--- src/rtl/pe_drain_pkg.sv ---
// -----------------------------------------------------------------------------
// pe_drain_pkg
// Shared constants and types for the PE result drain.
//   PE_ROWS/PE_COLS/PE_DW/PE_TAG_W : default tile geometry (2 x 16 x 16 bit, 4-bit tag)
//   tile_t                         : one captured result tile plus its round tag
//   drain_state_e                  : tile FSM states of the drain
// tile_t is sized from these constants, so the drain's geometry parameters
// are expected to stay at the package defaults.
// -----------------------------------------------------------------------------
package pe_drain_pkg;

  localparam int PE_ROWS  = 2;
  localparam int PE_COLS  = 16;
  localparam int PE_DW    = 16;
  localparam int PE_TAG_W = 4;

  typedef struct packed {
    logic [PE_ROWS-1:0][PE_COLS-1:0][PE_DW-1:0] data;
    logic [PE_TAG_W-1:0]                        tag;
  } tile_t;

  typedef enum logic [0:0] {
    ST_EMPTY  = 1'b0,
    ST_STREAM = 1'b1
  } drain_state_e;

endpackage

--- src/rtl/pe_result_drain_if.sv ---
// -----------------------------------------------------------------------------
// pe_result_drain_if
// Row-beat stream from the result drain toward the output buffer.
//   out_valid : beat valid (master -> slave)
//   out_ready : beat accepted (slave -> master)
//   out_data  : one PE row, column n at bits [n*DW +: DW]
//   out_row   : row index of the beat
//   out_tag   : round tag of the tile being streamed
//   out_last  : final row of the tile
// Modports: master (drain side), slave (output-buffer side).
// -----------------------------------------------------------------------------
interface pe_result_drain_if
  import pe_drain_pkg::*;
#(
  parameter int ROWS  = PE_ROWS,
  parameter int COLS  = PE_COLS,
  parameter int DW    = PE_DW,
  parameter int TAG_W = PE_TAG_W
);

  localparam int ROW_W = $clog2(ROWS);

  logic                 out_valid;
  logic                 out_ready;
  logic [COLS*DW-1:0]   out_data;
  logic [ROW_W-1:0]     out_row;
  logic [TAG_W-1:0]     out_tag;
  logic                 out_last;

  modport master (
    output out_valid,
    output out_data,
    output out_row,
    output out_tag,
    output out_last,
    input  out_ready
  );

  modport slave (
    input  out_valid,
    input  out_data,
    input  out_row,
    input  out_tag,
    input  out_last,
    output out_ready
  );

endinterface

--- src/rtl/pe_drain_fifo.sv ---
// -----------------------------------------------------------------------------
// pe_drain_fifo
// DEPTH-entry tile FIFO (DEPTH a power of two, >= 2).
//   clk, rst : clock, synchronous active-high reset (pointers and level only)
//   push     : write wr_tile at the tail (caller guarantees room)
//   pop      : free the head entry (caller guarantees non-empty)
//   wr_tile  : tile to write
//   head     : tile at the head pointer
//   level    : number of stored tiles
//   full     : level == DEPTH
// Push and pop in the same cycle leave level unchanged, which also holds when
// the FIFO is full: the head slot is read before the tail overwrites it.
// -----------------------------------------------------------------------------
module pe_drain_fifo
  import pe_drain_pkg::*;
#(
  parameter int DEPTH = 4,
  parameter int LVL_W = $clog2(DEPTH + 1)
) (
  input  logic             clk,
  input  logic             rst,
  input  logic             push,
  input  logic             pop,
  input  tile_t            wr_tile,
  output tile_t            head,
  output logic [LVL_W-1:0] level,
  output logic             full
);

  localparam int PTR_W = $clog2(DEPTH);

  tile_t            mem_q [DEPTH];
  logic [PTR_W-1:0] wr_ptr_q, wr_ptr_d;
  logic [PTR_W-1:0] rd_ptr_q, rd_ptr_d;
  logic [LVL_W-1:0] level_q, level_d;

  // Pointers wrap naturally because DEPTH is a power of two.
  always_comb begin
    wr_ptr_d = wr_ptr_q;
    rd_ptr_d = rd_ptr_q;
    level_d  = level_q;
    if (push) wr_ptr_d = wr_ptr_q + 1'b1;
    if (pop)  rd_ptr_d = rd_ptr_q + 1'b1;
    case ({push, pop})
      2'b10:   level_d = level_q + 1'b1;
      2'b01:   level_d = level_q - 1'b1;
      default: level_d = level_q;
    endcase
  end

  always_ff @(posedge clk) begin
    if (rst) begin
      wr_ptr_q <= '0;
      rd_ptr_q <= '0;
      level_q  <= '0;
    end else begin
      wr_ptr_q <= wr_ptr_d;
      rd_ptr_q <= rd_ptr_d;
      level_q  <= level_d;
    end
  end

  // Tile storage carries no reset; validity is tracked by level alone.
  always_ff @(posedge clk) begin
    if (push) mem_q[wr_ptr_q] <= wr_tile;
  end

  assign head  = mem_q[rd_ptr_q];
  assign level = level_q;
  assign full  = (level_q == LVL_W'(DEPTH));

endmodule

--- src/rtl/pe_result_drain.sv ---
// -----------------------------------------------------------------------------
// pe_result_drain
// Captures each result tile of the 2x16 PE array (with its round tag) into a
// tile FIFO and streams it out one 256-bit row per beat.
//   clk, rst      : clock, synchronous active-high reset
//   pe_array_out  : result tile from the PE array
//   rounder_valid : single-cycle pulse, tile valid
//   round_number  : tag of the tile
//   ob            : row-beat stream (master modport of pe_result_drain_if)
//   level         : tiles stored, including the one being streamed
//   stall         : level >= DEPTH-1, lets the sequencer hold the array
//   overflow      : sticky, a tile was dropped for lack of room
//   drop_cnt      : saturating count of dropped tiles (only with macro below)
// Optional feature macro: PE_DRAIN_DROP_CNT_EN adds the drop_cnt output.
// Result data is passed through untouched.
// -----------------------------------------------------------------------------
module pe_result_drain
  import pe_drain_pkg::*;
#(
  parameter  int ROWS  = PE_ROWS,
  parameter  int COLS  = PE_COLS,
  parameter  int DW    = PE_DW,
  parameter  int TAG_W = PE_TAG_W,
  parameter  int DEPTH = 4,
  localparam int ROW_W = $clog2(ROWS),
  localparam int LVL_W = $clog2(DEPTH + 1)
) (
  input  logic                               clk,
  input  logic                               rst,
  input  logic [ROWS-1:0][COLS-1:0][DW-1:0]  pe_array_out,
  input  logic                               rounder_valid,
  input  logic [TAG_W-1:0]                   round_number,
  pe_result_drain_if.master                  ob,
  output logic [LVL_W-1:0]                   level,
  output logic                               stall,
  output logic                               overflow
`ifdef PE_DRAIN_DROP_CNT_EN
  ,
  output logic [15:0]                        drop_cnt
`endif
);

  tile_t            wr_tile;
  tile_t            head;
  logic             full;

  drain_state_e     state_q, state_d;
  logic [ROW_W-1:0] beat_q, beat_d;
  logic             overflow_q, overflow_d;

  logic             valid;
  logic             last_beat;
  logic             xfer;
  logic             pop;
  logic             room;
  logic             push;
  logic             drop;

  assign wr_tile.data = pe_array_out;
  assign wr_tile.tag  = round_number;

  pe_drain_fifo #(
    .DEPTH (DEPTH),
    .LVL_W (LVL_W)
  ) u_fifo (
    .clk     (clk),
    .rst     (rst),
    .push    (push),
    .pop     (pop),
    .wr_tile (wr_tile),
    .head    (head),
    .level   (level),
    .full    (full)
  );

  // A full FIFO still accepts a tile when the head's final beat leaves in
  // the same cycle.
  always_comb begin
    valid     = (state_q == ST_STREAM);
    last_beat = (beat_q == ROW_W'(ROWS - 1));
    xfer      = valid && ob.out_ready;
    pop       = xfer && last_beat;
    room      = !full || pop;
    push      = rounder_valid && room;
    drop      = rounder_valid && !room;
  end

  // Tile FSM and row serializer.
  always_comb begin
    state_d    = state_q;
    beat_d     = beat_q;
    overflow_d = overflow_q | drop;
    if (xfer) beat_d = last_beat ? '0 : beat_q + 1'b1;
    case (state_q)
      ST_EMPTY:  if (push) state_d = ST_STREAM;
      ST_STREAM: if (pop && (level == LVL_W'(1)) && !push) state_d = ST_EMPTY;
      default:   state_d = ST_EMPTY;
    endcase
  end

  always_ff @(posedge clk) begin
    if (rst) begin
      state_q    <= ST_EMPTY;
      beat_q     <= '0;
      overflow_q <= 1'b0;
    end else begin
      state_q    <= state_d;
      beat_q     <= beat_d;
      overflow_q <= overflow_d;
    end
  end

  // Beat outputs are gated to zero while idle so no stale tile is visible.
  always_comb begin
    ob.out_valid = valid;
    ob.out_data  = '0;
    ob.out_row   = '0;
    ob.out_tag   = '0;
    ob.out_last  = 1'b0;
    if (valid) begin
      ob.out_data = head.data[beat_q];
      ob.out_row  = beat_q;
      ob.out_tag  = head.tag;
      ob.out_last = last_beat;
    end
  end

  assign stall    = (level >= LVL_W'(DEPTH - 1));
  assign overflow = overflow_q;

`ifdef PE_DRAIN_DROP_CNT_EN
  function automatic logic [15:0] sat_inc16(input logic [15:0] v);
    return (v == 16'hFFFF) ? v : v + 16'd1;
  endfunction

  logic [15:0] drop_cnt_q, drop_cnt_d;

  always_comb begin
    drop_cnt_d = drop_cnt_q;
    if (drop) drop_cnt_d = sat_inc16(drop_cnt_q);
  end

  always_ff @(posedge clk) begin
    if (rst) drop_cnt_q <= '0;
    else     drop_cnt_q <= drop_cnt_d;
  end

  assign drop_cnt = drop_cnt_q;
`endif

endmodule

--- src/flat_wrapper.sv ---
// flat-port wrapper written by rule: the top's interface ports become plain ports
module pe_result_drain_flat import pe_drain_pkg::*;
#(
  parameter  int ROWS  = PE_ROWS,
  parameter  int COLS  = PE_COLS,
  parameter  int DW    = PE_DW,
  parameter  int TAG_W = PE_TAG_W,
  parameter  int DEPTH = 4,
  localparam int ROW_W = $clog2(ROWS),
  localparam int LVL_W = $clog2(DEPTH + 1)
)
  (clk, rst, pe_array_out, rounder_valid, round_number, level, stall, overflow, ob_out_valid, ob_out_data, ob_out_row, ob_out_tag, ob_out_last, ob_out_ready);
  pe_result_drain_if #(.ROWS(ROWS), .COLS(COLS), .DW(DW), .TAG_W(TAG_W)) ob_i ();
  input  logic clk;
  input  logic rst;
  input  logic [ROWS-1:0][COLS-1:0][DW-1:0] pe_array_out;
  input  logic rounder_valid;
  input  logic [TAG_W-1:0] round_number;
  output logic [LVL_W-1:0] level;
  output logic stall;
  output logic overflow;
  output wire logic [$bits(ob_i.out_valid)-1:0] ob_out_valid;
  output wire logic [$bits(ob_i.out_data)-1:0] ob_out_data;
  output wire logic [$bits(ob_i.out_row)-1:0] ob_out_row;
  output wire logic [$bits(ob_i.out_tag)-1:0] ob_out_tag;
  output wire logic [$bits(ob_i.out_last)-1:0] ob_out_last;
  input wire logic [$bits(ob_i.out_ready)-1:0] ob_out_ready;
  assign ob_out_valid = ob_i.out_valid;
  assign ob_out_data = ob_i.out_data;
  assign ob_out_row = ob_i.out_row;
  assign ob_out_tag = ob_i.out_tag;
  assign ob_out_last = ob_i.out_last;
  assign ob_i.out_ready = ob_out_ready;
  pe_result_drain #(.ROWS(ROWS), .COLS(COLS), .DW(DW), .TAG_W(TAG_W), .DEPTH(DEPTH)) u_core (.clk(clk), .rst(rst), .pe_array_out(pe_array_out), .rounder_valid(rounder_valid), .round_number(round_number), .ob(ob_i), .level(level), .stall(stall), .overflow(overflow));
endmodule
--- config.mk ---
export PLATFORM = sky130hd
export DESIGN_NAME = pe_result_drain_flat
export DESIGN_NICKNAME = d
export VERILOG_FILES = /design/src/rtl/pe_drain_pkg.sv /design/src/rtl/pe_result_drain_if.sv /design/src/rtl/pe_drain_fifo.sv /design/src/rtl/pe_result_drain.sv /design/src/flat_wrapper.sv
export SDC_FILE = /design/constraint.sdc
export NUM_CORES = 1
export LEC_CHECK = 0
export ABC_AREA = 1
export BUFFER_PORTS_ARGS = -buffer_cell sky130_fd_sc_hd__buf_2
export CORE_MARGIN = 10
export CORE_UTILIZATION = 50
export CTS_BUF_LIST = sky130_fd_sc_hd__clkbuf_16
export DETAILED_ROUTE_END_ITERATION = 10
export GPL_ROUTABILITY_DRIVEN = 0
export MAX_ROUTING_LAYER = met4
export PLACE_DENSITY = 0.72
export SLEW_MARGIN = 0
export SYNTH_ARGS = -nofsm -noshare
export SYNTH_HDL_FRONTEND = slang
export SYNTH_SLANG_ARGS = --single-unit
--- constraint.sdc ---
create_clock -name clk -period 27.6 [get_ports clk]
set_input_delay 2.76 -clock clk [delete_from_list [all_inputs] [get_ports clk]]
set_output_delay 2.76 -clock clk [all_outputs]
set_load 0.005 [all_outputs]
# After elaboration in Yosys (flattened, before gate mapping)
# Memory sizes are Yosys's and may differ from the RTL's. A register that Yosys moved wholly into a read port is not among the register bits.
# Cells that the tools add are included.
word_totals:
  register_bits: 10
  mem_bits_rw: 2064
  in_bits: 520
  output_inout_bits: 268
  word_cells: 44
  mem_count: 1
classes:
  addsub: 5
  n_lt_le_gt_ge: 2
  n_eq_ne: 4
  n_mux: 13
  n_bitwise: 2
  n_reduce_logical: 11
memory_table:
  columns: ["memory", "words", "word_bits", "rd", "rd_ports_with_merged_regs", "wr", "line", "rtl"]
  rows:
  - ["u_core.u_fifo.mem_q", 4, 516, 1, 1, 1, "pe_drain_fifo.sv:32", "tile_t mem_q [DEPTH];"]
op_table:
  columns: ["operator", "count"]
  rows:
  - ["256-bit 2-to-1 mux", 3]
  - ["1-bit logical AND", 6]
  - ["3-bit one-hot mux with 2 select lines", 1]
  - ["1-bit 2-to-1 mux", 5]
  - ["2-bit by 1-bit adder with 2-bit output (second input constant)", 2]
  - ["2-bit 2-to-1 mux", 2]
  - ["4-bit 2-to-1 mux", 1]
  - ["3-bit by 1-bit adder with 3-bit output (second input constant)", 1]
  - ["3-bit by 1-bit == test with 1-bit output (second input constant)", 1]
  - ["3-bit == test (second input constant)", 1]
  - ["3-bit by 2-bit greater-or-equal comparator with 1-bit output (second input constant)", 1]
  - ["1-bit zero test", 3]
  - ["3-bit by 1-bit subtractor with 3-bit output (second input constant)", 1]
  - ["2-bit by 1-bit == test with 1-bit output (second input constant)", 1]
  - ["2-bit == test (second input constant)", 1]
  - ["1-bit by 2-bit less-than comparator with 1-bit output (second input constant)", 1]
  - ["1-bit one-hot mux with 2 select lines", 1]
  - ["2-bit nonzero test", 1]
  - ["1-bit adder (second input constant)", 1]
  - ["1-bit logical OR", 1]
  - ["1-bit inverter", 1]
  - ["1-bit OR", 1]

# Longest topological paths before layout
# Gate-level depths: netlist of run 1.
depth:
  ltp_word: 8
  depth_mapped: 10
  mapped_depth_nobuf: 8

# Cells and area by module
# From an unflattened synthesis of run 1, not the netlist that was laid out.
unflattened:
  cells_unflattened: 5932
  area_unflattened_um2: 80394.6
by_module_without_submodules:
  columns: ["mod", "instances", "cells_each", "area_per_inst_um2", "seq_area_each_um2"]
  rows:
  - ["pe_drain_fifo", 1, 5047, 76378.3, 62159.6]
  - ["pe_result_drain", 1, 885, 4016.4, 60.1]

# Worst setup path before layout of run 1
# Ideal clock, no wire load.
synth_path:
  kind: "input port to flip-flop"
  startpoint: "in ob_out_ready"
  endpoint: "mem u_core.u_fifo.mem_q[0][0] in the netlist's numbering, enable pin"
  setup_time_ps: 1409
  t_arrival_ps: 24531
  t_required_ps: 26191
  path_slack_ps: 1659
  path_stages: 4
  n_path_buf: 0
  cell_sequence: "nand3_1 -> nand3_1 -> nand2_1 -> nor2_1"
synth_between:
  elab_chain_len: 6
synth_lines:
  columns: ["item", "line", "rtl"]
  rows:
  - ["from (decl)", "flat_wrapper.sv:27", "input wire logic [$bits(ob_i.out_ready)-1:0] ob_out_ready;"]
  - ["1-bit logical AND", "pe_result_drain.sv:81", "xfer = valid && ob.out_ready;"]
  - ["1-bit logical AND", "pe_result_drain.sv:82", "pop = xfer && last_beat;"]
  - ["1-bit logical OR", "pe_result_drain.sv:83", "room = !full || pop;"]
  - ["1-bit logical AND", "pe_result_drain.sv:84", "push = rounder_valid && room;"]
  - ["1-bit 2-to-1 mux", "pe_drain_fifo.sv:65", "if (push) mem_q[wr_ptr_q] <= wr_tile;"]
  - ["1-bit 2-to-1 mux (implied by the code)", "pe_drain_fifo.sv:65", null]
  - ["to (decl)", "pe_drain_fifo.sv:32", null]
# Every way passes these cells.

==> results of run 1 <==
-- worst paths after layout --
kind	start	to
max reg2reg	u_core.u_fifo.level[0]	u_core.u_fifo.mem_q[1][402]
min reg2reg	u_core.overflow	u_core.overflow
max	flop	ob_out_data[102]
min	u_core.overflow	u_core.overflow
-- metrics by stage --
step / cells / hold slack [ns] / setup WS [ns]
floorplan: 6939 / 0.444 / 1.66
global placement: 9568 / 0.449 / 20.09
detailed placement: 9568 / 0.476 / 19.97
CTS: 9937 / 0.486 / 19.04
global route: 10000 / 0.519 / 18.73
finish: 10100 / 0.491 / 19.12
-- kinds of logic after synthesis --
kind of cell	after synthesis	share of synthesized area
buf+inv	419	0.0233
fa+ha+maj	9	0.00137
flops	2076	0.757
xor+xnor	2	0.000213
compound gates	1046	0.0637
simple gates	3387	0.155
-- cell type report --
| cell class | count | area share |
|---|---|---|
| tap | 2175 | 0.0288 |
| multi-input combinational | 4444 | 0.192 |
| clock inverter | 160 | 0.0130 |
| clock buffer | 209 | 0.0554 |
| inverter | 18 | 0.000953 |
| timing repair buffer | 855 | 0.0481 |
| antenna | 121 | 0.00320 |
| sequential | 2076 | 0.659 |
-- cell usage in the layout, fill, tap and decap left out, drive strengths merged --
| cell | synthesis | final |
|---|---|---|
| nand2 | 1293 | 1293 |
| clkbuf | 131 | 209 |
| o21a | 1 | 1 |
| o21ai | 1035 | 1035 |
| xor2 | 1 | 1 |
| nand3 | 8 | 8 |
| nand4 | 2 | 2 |
| inv | 17 | 66 |
| nand3b | 1 | 1 |
| nor2 | 2082 | 2082 |
| clkinv | 1 | 94 |
| buf | 270 | 855 |
| xnor2 | 1 | 1 |
| clkinvlp | 0 | 3 |
| nor3 | 1 | 1 |
| dfxtp | 12 | 12 |
| ha | 9 | 9 |
| diode | 0 | 121 |
| edfxtp | 2064 | 2064 |
| a21oi | 10 | 10 |
| bufinv | 0 | 15 |
-- registers in the layout, summed over array words and instances, names as in the netlist, named ones only --
name / cells
u_core.u_fifo.mem_q: 2064
u_core.u_fifo.rd_ptr_q: 2
u_core.beat_q: 1
u_core.ob.out_valid: 1
u_core.u_fifo.level: 3
u_core.overflow: 1
u_core.u_fifo.wr_ptr_q: 2
-- Yosys cell counts, drive strengths merged --
library cell | n | area [sq um]
nor2 | 2082 | 7820
edfxtp | 2064 | 62000
nand2 | 1293 | 4850
o21ai | 1035 | 5180
buf | 270 | 1360
clkbuf | 131 | 492
inv | 17 | 63.8
dfxtp | 12 | 240
a21oi | 10 | 50.1
ha | 9 | 113
nand3 | 8 | 40.0
nand4 | 2 | 12.5
clkinv | 1 | 3.75
nand3b | 1 | 7.51
nor3 | 1 | 5.00
o21a | 1 | 7.51
xnor2 | 1 | 8.76
xor2 | 1 | 8.76
-- where the power goes --
part / internal [W] / total (W) / switching [W]
combinational: 0.000129 / 0.000450 / 0.000321
clock: 0.00151 / 0.00266 / 0.00115
sequential: 0.00365 / 0.00368 / 0.0000341
total: 0.00529 / 0.00680 / 0.00151
-- worst max-delay path: stages (launching register included) --
cell and delay (ns):
dfxtp_4 0.46, inv_8 0.58, buf_4 0.98, buf_4 0.97, buf_4 0.87, o21ai_0 0.22
nand2_1 0.12, nand2_1 0.05, nand2_1 0.23, buf_2 0.16
-- routing by layer --
layer / up-vias / part of all wire / track usage
met5: - / 0 / -
met1: 26100 / 0.38 / 0.275
li1: 25300 / - / -
met4: 0 / 0.049 / 0.127
met2: 2001 / 0.50 / 0.367
met3: 461 / 0.069 / 0.0445
==> flow_metrics.py, run 1 <==
metrics = {
    "clocking": {
        "cts_tree": "built",
        "clockBufferDepth": 3,
        "numClockSinks": 2076,
        "cts_root_buffer": "clkbuf_16",
        "cts_setup_buffers": 0,
        "hold_buffers": 0,
        "cts.reportedPaths.clkPinSlew_ns": 0.06,
        "h-tree-depth": 4,
        "cts_buffers": 204,
        "clock_latency_ns": 0.83,
        "cts.repair.resized": 0,
    },
    "worst_setup_path": {
        "start_kind": "flop",
        "critPathKind": "flop to output port",
        "arrival_ns": 5.72,
        "r2r_setup_slack_ns": 22.47,
        "critPathMaxFanout": 138,
        "worst_ep_required_time_ns": 24.84,
        "end_kind": "output port",
        "reg2reg_depth": 8,
    },
    "floorplan": {
        "pin_count": 788,
        "fp-row-count": 148,
        "die_y_microns": 426,
        "die-area_sq_mm": 0.181,
        "start_util": 0.504,
        "core-area_sq_mm": 0.163,
        "die_w_microns": 426,
    },
    "cells_and_area": {
        "fillers": 12900,
        "final_area_sq_mm": 0.0945,
        "regArea_sq_mm": 0.0622,
        "nets": 8128,
        "drive_gt1_frac": 0.147,
        "multi_input_area_sq_mm": 0.0181,
        "syn2layout_area_growth_pct": 14.9,
        "final_core_util": 0.579,
    },
    "global_routing": {
        "grt_max_degree": 257,
        "first_global_vias": 51500,
        "grt_pass1_wl_microns": 312000,
        "antenna_found_initial": 147,
        "grtUsageTotal": 0.230,
        "grt.overflow.total": 0,
    },
    "logic_synthesis": {
        "postSynthCellCount": 6939,
        "syn_avg_cell_area_sq_um": 11.9,
        "synth_cell_types": 24,
        "synth-seq-cells": 2076,
        "ys_warn_count": 0,
        "syn_nets": 7468,
        "synth.cell_area_sq_mm": 0.0822,
        "yosysSeqAreaShare": 0.757,
    },
    "routing": {
        "dr.pass1.iters": 5,
        "viasPerCell": 5.36,
        "vias": 53900,
        "drc": 0,
        "first_iter_violations": 5141,
        "wl_per_cell_microns": 21.1,
        "drtAntennaViolNets": 0,
        "routed_wirelength_microns": 212000,
    },
    "power_and_ir_drop": {
        "leakagePower_nw": 35.8,
        "power_density_mw_per_mm2": 71.9,
        "ir_worst_vdd_mv": 0.0663,
        "power.total_w": 0.00680,
    },
    "status": {
        "outcome": "completed",
    },
    "placement": {
        "place_area_sq_mm": 0.0877,
        "hpwlAfterDp_microns": 124000,
        "port_buffers": 787,
    },
    "sta": {
        "rsz0062_at_grt": "false",
        "slew_headroom": 0.127,
        "max_freq_mhz": 118,
        "slew_violations": 0,
        "hold_viol_final": 0,
        "setup_tns_ns": 0,
        "tightest_slew_ns": 1.31,
        "setup_viol": 0,
        "skew_ns": 0.0194,
        "fin_crit_ns": 8.48,
        "post-route-period-util": 0.307,
    },
    "min_path": {
        "worstHoldPathType": "flop to flop",
        "holdPathStages": 1,
    },
    "job": {
        "maxCapViolCount": 0,
    },
}
No activity file was read; power rests on OpenSTA's default activity.
==> inputs of run 2 (changes only) <==
- PLACE_DENSITY: 0.72 -> 0.69
- clock period: 27.6 -> 7.92 ns (I/O delays scaled with it)
==> run 2 against run 1 <==
Compared with the run above:
- cell area up 0.48%
- worst setup slack worse by 16 ns
- worst hold slack worse by 0.34 ns
- sequential share of layout area down 0.32 points
- register-to-register slack worse by 18 ns
- global-route usage up 0.27 points
- clock power rose to 3.6 times the previous value
==> flow_metrics.py, run 2 (synthesized netlist as in run 1, its figures left out) <==
metrics = {
    "worst_setup_path": {
        "end_kind": "output port",
        "worst_ep_required_time_ns": 7.13,
        "critPathMaxFanout": 106,
        "arrival_ns": 4.30,
        "endpoint": "ob_out_data[155]",
        "start_kind": "flop",
        "critPathKind": "flop to output port",
        "r2r_end": "u_core.u_fifo.mem_q[3][163]",
        "r2r_setup_slack_ns": 4.50,
        "reg2reg_depth": 7,
        "timing.rr.start": "u_core.u_fifo.level[0]",
    },
    "floorplan": {
        "die_w_microns": 426,
        "fp-row-count": 148,
        "die_y_microns": 426,
        "core-area_sq_mm": 0.163,
        "pin_count": 788,
        "die-area_sq_mm": 0.181,
        "start_util": 0.504,
    },
    "routing": {
        "first_iter_violations": 5142,
        "vias": 53500,
        "routed_wirelength_microns": 213000,
        "viasPerCell": 5.31,
        "drc": 0,
        "dr.pass1.iters": 5,
        "drtAntennaViolNets": 0,
        "wl_per_cell_microns": 21.2,
    },
    "cells_and_area": {
        "syn2layout_area_growth_pct": 15.4,
        "final_core_util": 0.582,
        "regArea_sq_mm": 0.0622,
        "multi_input_area_sq_mm": 0.0182,
        "layout_commonest_cell": "nor2_1",
        "largest_reg_flops": 2064,
        "drive_gt1_frac": 0.150,
        "nets": 8120,
        "largest-register": "u_core.u_fifo.mem_q",
        "fillers": 12900,
        "final_cell_mix": "nor2_1, edfxtp_1, nand2_1, buf_2, o21ai_0",
    },
    "global_routing": {
        "grt.overflow.total": 0,
        "grtUsageTotal": 0.233,
        "antenna_found_initial": 162,
        "first_global_vias": 50400,
        "grt_max_degree": 247,
        "grt_pass1_wl_microns": 314000,
    },
    "placement": {
        "port_buffers": 787,
        "hpwlAfterDp_microns": 122000,
    },
    "power_and_ir_drop": {
        "p_seq_frac": 0.535,
        "clockPowerShare": 0.400,
        "pwr-share-comb": 0.066,
        "switching_share": 0.224,
        "power_density_mw_per_mm2": 253,
        "internal_power_w": 0.0186,
        "ir_worst_vdd_mv": 0.216,
        "p_sw_w": 0.00537,
        "leakagePower_nw": 36.0,
    },
    "clocking": {
        "cts.reportedPaths.clkPinSlew_ns": 0.06,
        "cts_buffers": 207,
        "h-tree-depth": 4,
        "numClockSinks": 2076,
        "cts_tree": "built",
        "hold_buffers": 0,
        "clockBufferDepth": 3,
        "cts_root_buffer": "clkbuf_16",
        "cts.repair.resized": 0,
        "cts_setup_buffers": 0,
        "clock_latency_ns": 0.83,
    },
    "min_path": {
        "hold_start": "pe_array_out[68]",
        "worstHoldPathType": "input pin to flop",
    },
    "sta": {
        "post-route-period-util": 0.643,
        "skew_ns": 0.0276,
        "fin_hold_ws_ns": 0.148,
        "fin_crit_ns": 5.10,
        "max_freq_mhz": 196,
        "rsz0062_at_grt": "false",
        "hold_viol_final": 0,
        "setup_viol": 0,
        "slew_violations": 0,
        "slew_headroom": 0.205,
        "tightest_slew_ns": 1.19,
    },
    "status": {
        "outcome": "completed",
    },
    "job": {
        "maxCapViolCount": 0,
    },
}
[run 2: cell types whose count changed in the layout (fill, tap and decap cells not counted), sizes merged]
cell and change:
buf -11, bufinv +5, clkbuf -1, clkinv +12
clkinvlp +5, diode +2, inv -2
[run 2: metrics by stage]
| stage | total power [W] | setup slack [ns] | setup TNS, ns | std cells | instance area, sq um |
|---|---|---|---|---|---|
| floorplan | 0.0140 | -1.27 | -2618.99 | 6939 | 82300 |
| global placement | 0.0146 | 3.69 | 0 | 9557 | 87900 |
| detailed placement | 0.0147 | 3.66 | 0 | 9557 | 87900 |
| CTS | 0.0242 | 2.71 | 0 | 9945 | 94600 |
| global route | 0.0248 | 2.48 | 0 | 10000 | 94900 |
| finish | 0.0240 | 2.82 | 0 | 10100 | 94900 |
[run 2: how the worst min path moves through the flow]
stage | cells past startpoint | end
floorplan | 1 | flop
global placement | 1 | u_core.overflow
detailed placement | 1 | u_core.overflow
CTS | 1 | u_core.u_fifo.mem_q[3][334]
global route | 1 | u_core.u_fifo.mem_q[1][312]
finish | 1 | u_core.u_fifo.mem_q[2][72]
[run 2: cell type report]
cell class	instances	share of cell area
multi-input combinational	4444	0.191
clock buffer	208	0.0548
clock inverter	180	0.0161
tap	2175	0.0287
inverter	18	0.000949
sequential	2076	0.655
timing repair buffer	844	0.0493
antenna	123	0.00324
[run 2: power groups by stage]
stage               combinational [W]  clock (W)  sequential, W
detailed placement            0.00159          0         0.0131
global placement              0.00156          0         0.0130
CTS                           0.00160    0.00976         0.0128
global route                  0.00177     0.0102         0.0129
floorplan                    0.000833          0         0.0132
finish                        0.00157    0.00959         0.0128
[run 2: critical path, stage by stage, from the launching register on]
cell	delay (ns)
dfxtp_4	0.64
buf_4	0.79
buf_4	1.03
nor2_1	0.11
nor2_1	0.13
o21ai_0	0.13
nand2_1	0.12
nand2_1	0.11
nand2_1	0.12
buf_2	0.12
[run 2: layer usage]
layer / GRT usage / share of wire / vias to the layer above / wire length, microns
li1: - / - / 25300 / -
met2: 0.370 / 0.50 / 1919 / 106000
met5: - / 0 / - / 0
met1: 0.285 / 0.39 / 25800 / 82100
met3: 0.0489 / 0.075 / 487 / 15900
met4: 0.108 / 0.044 / 0 / 9480
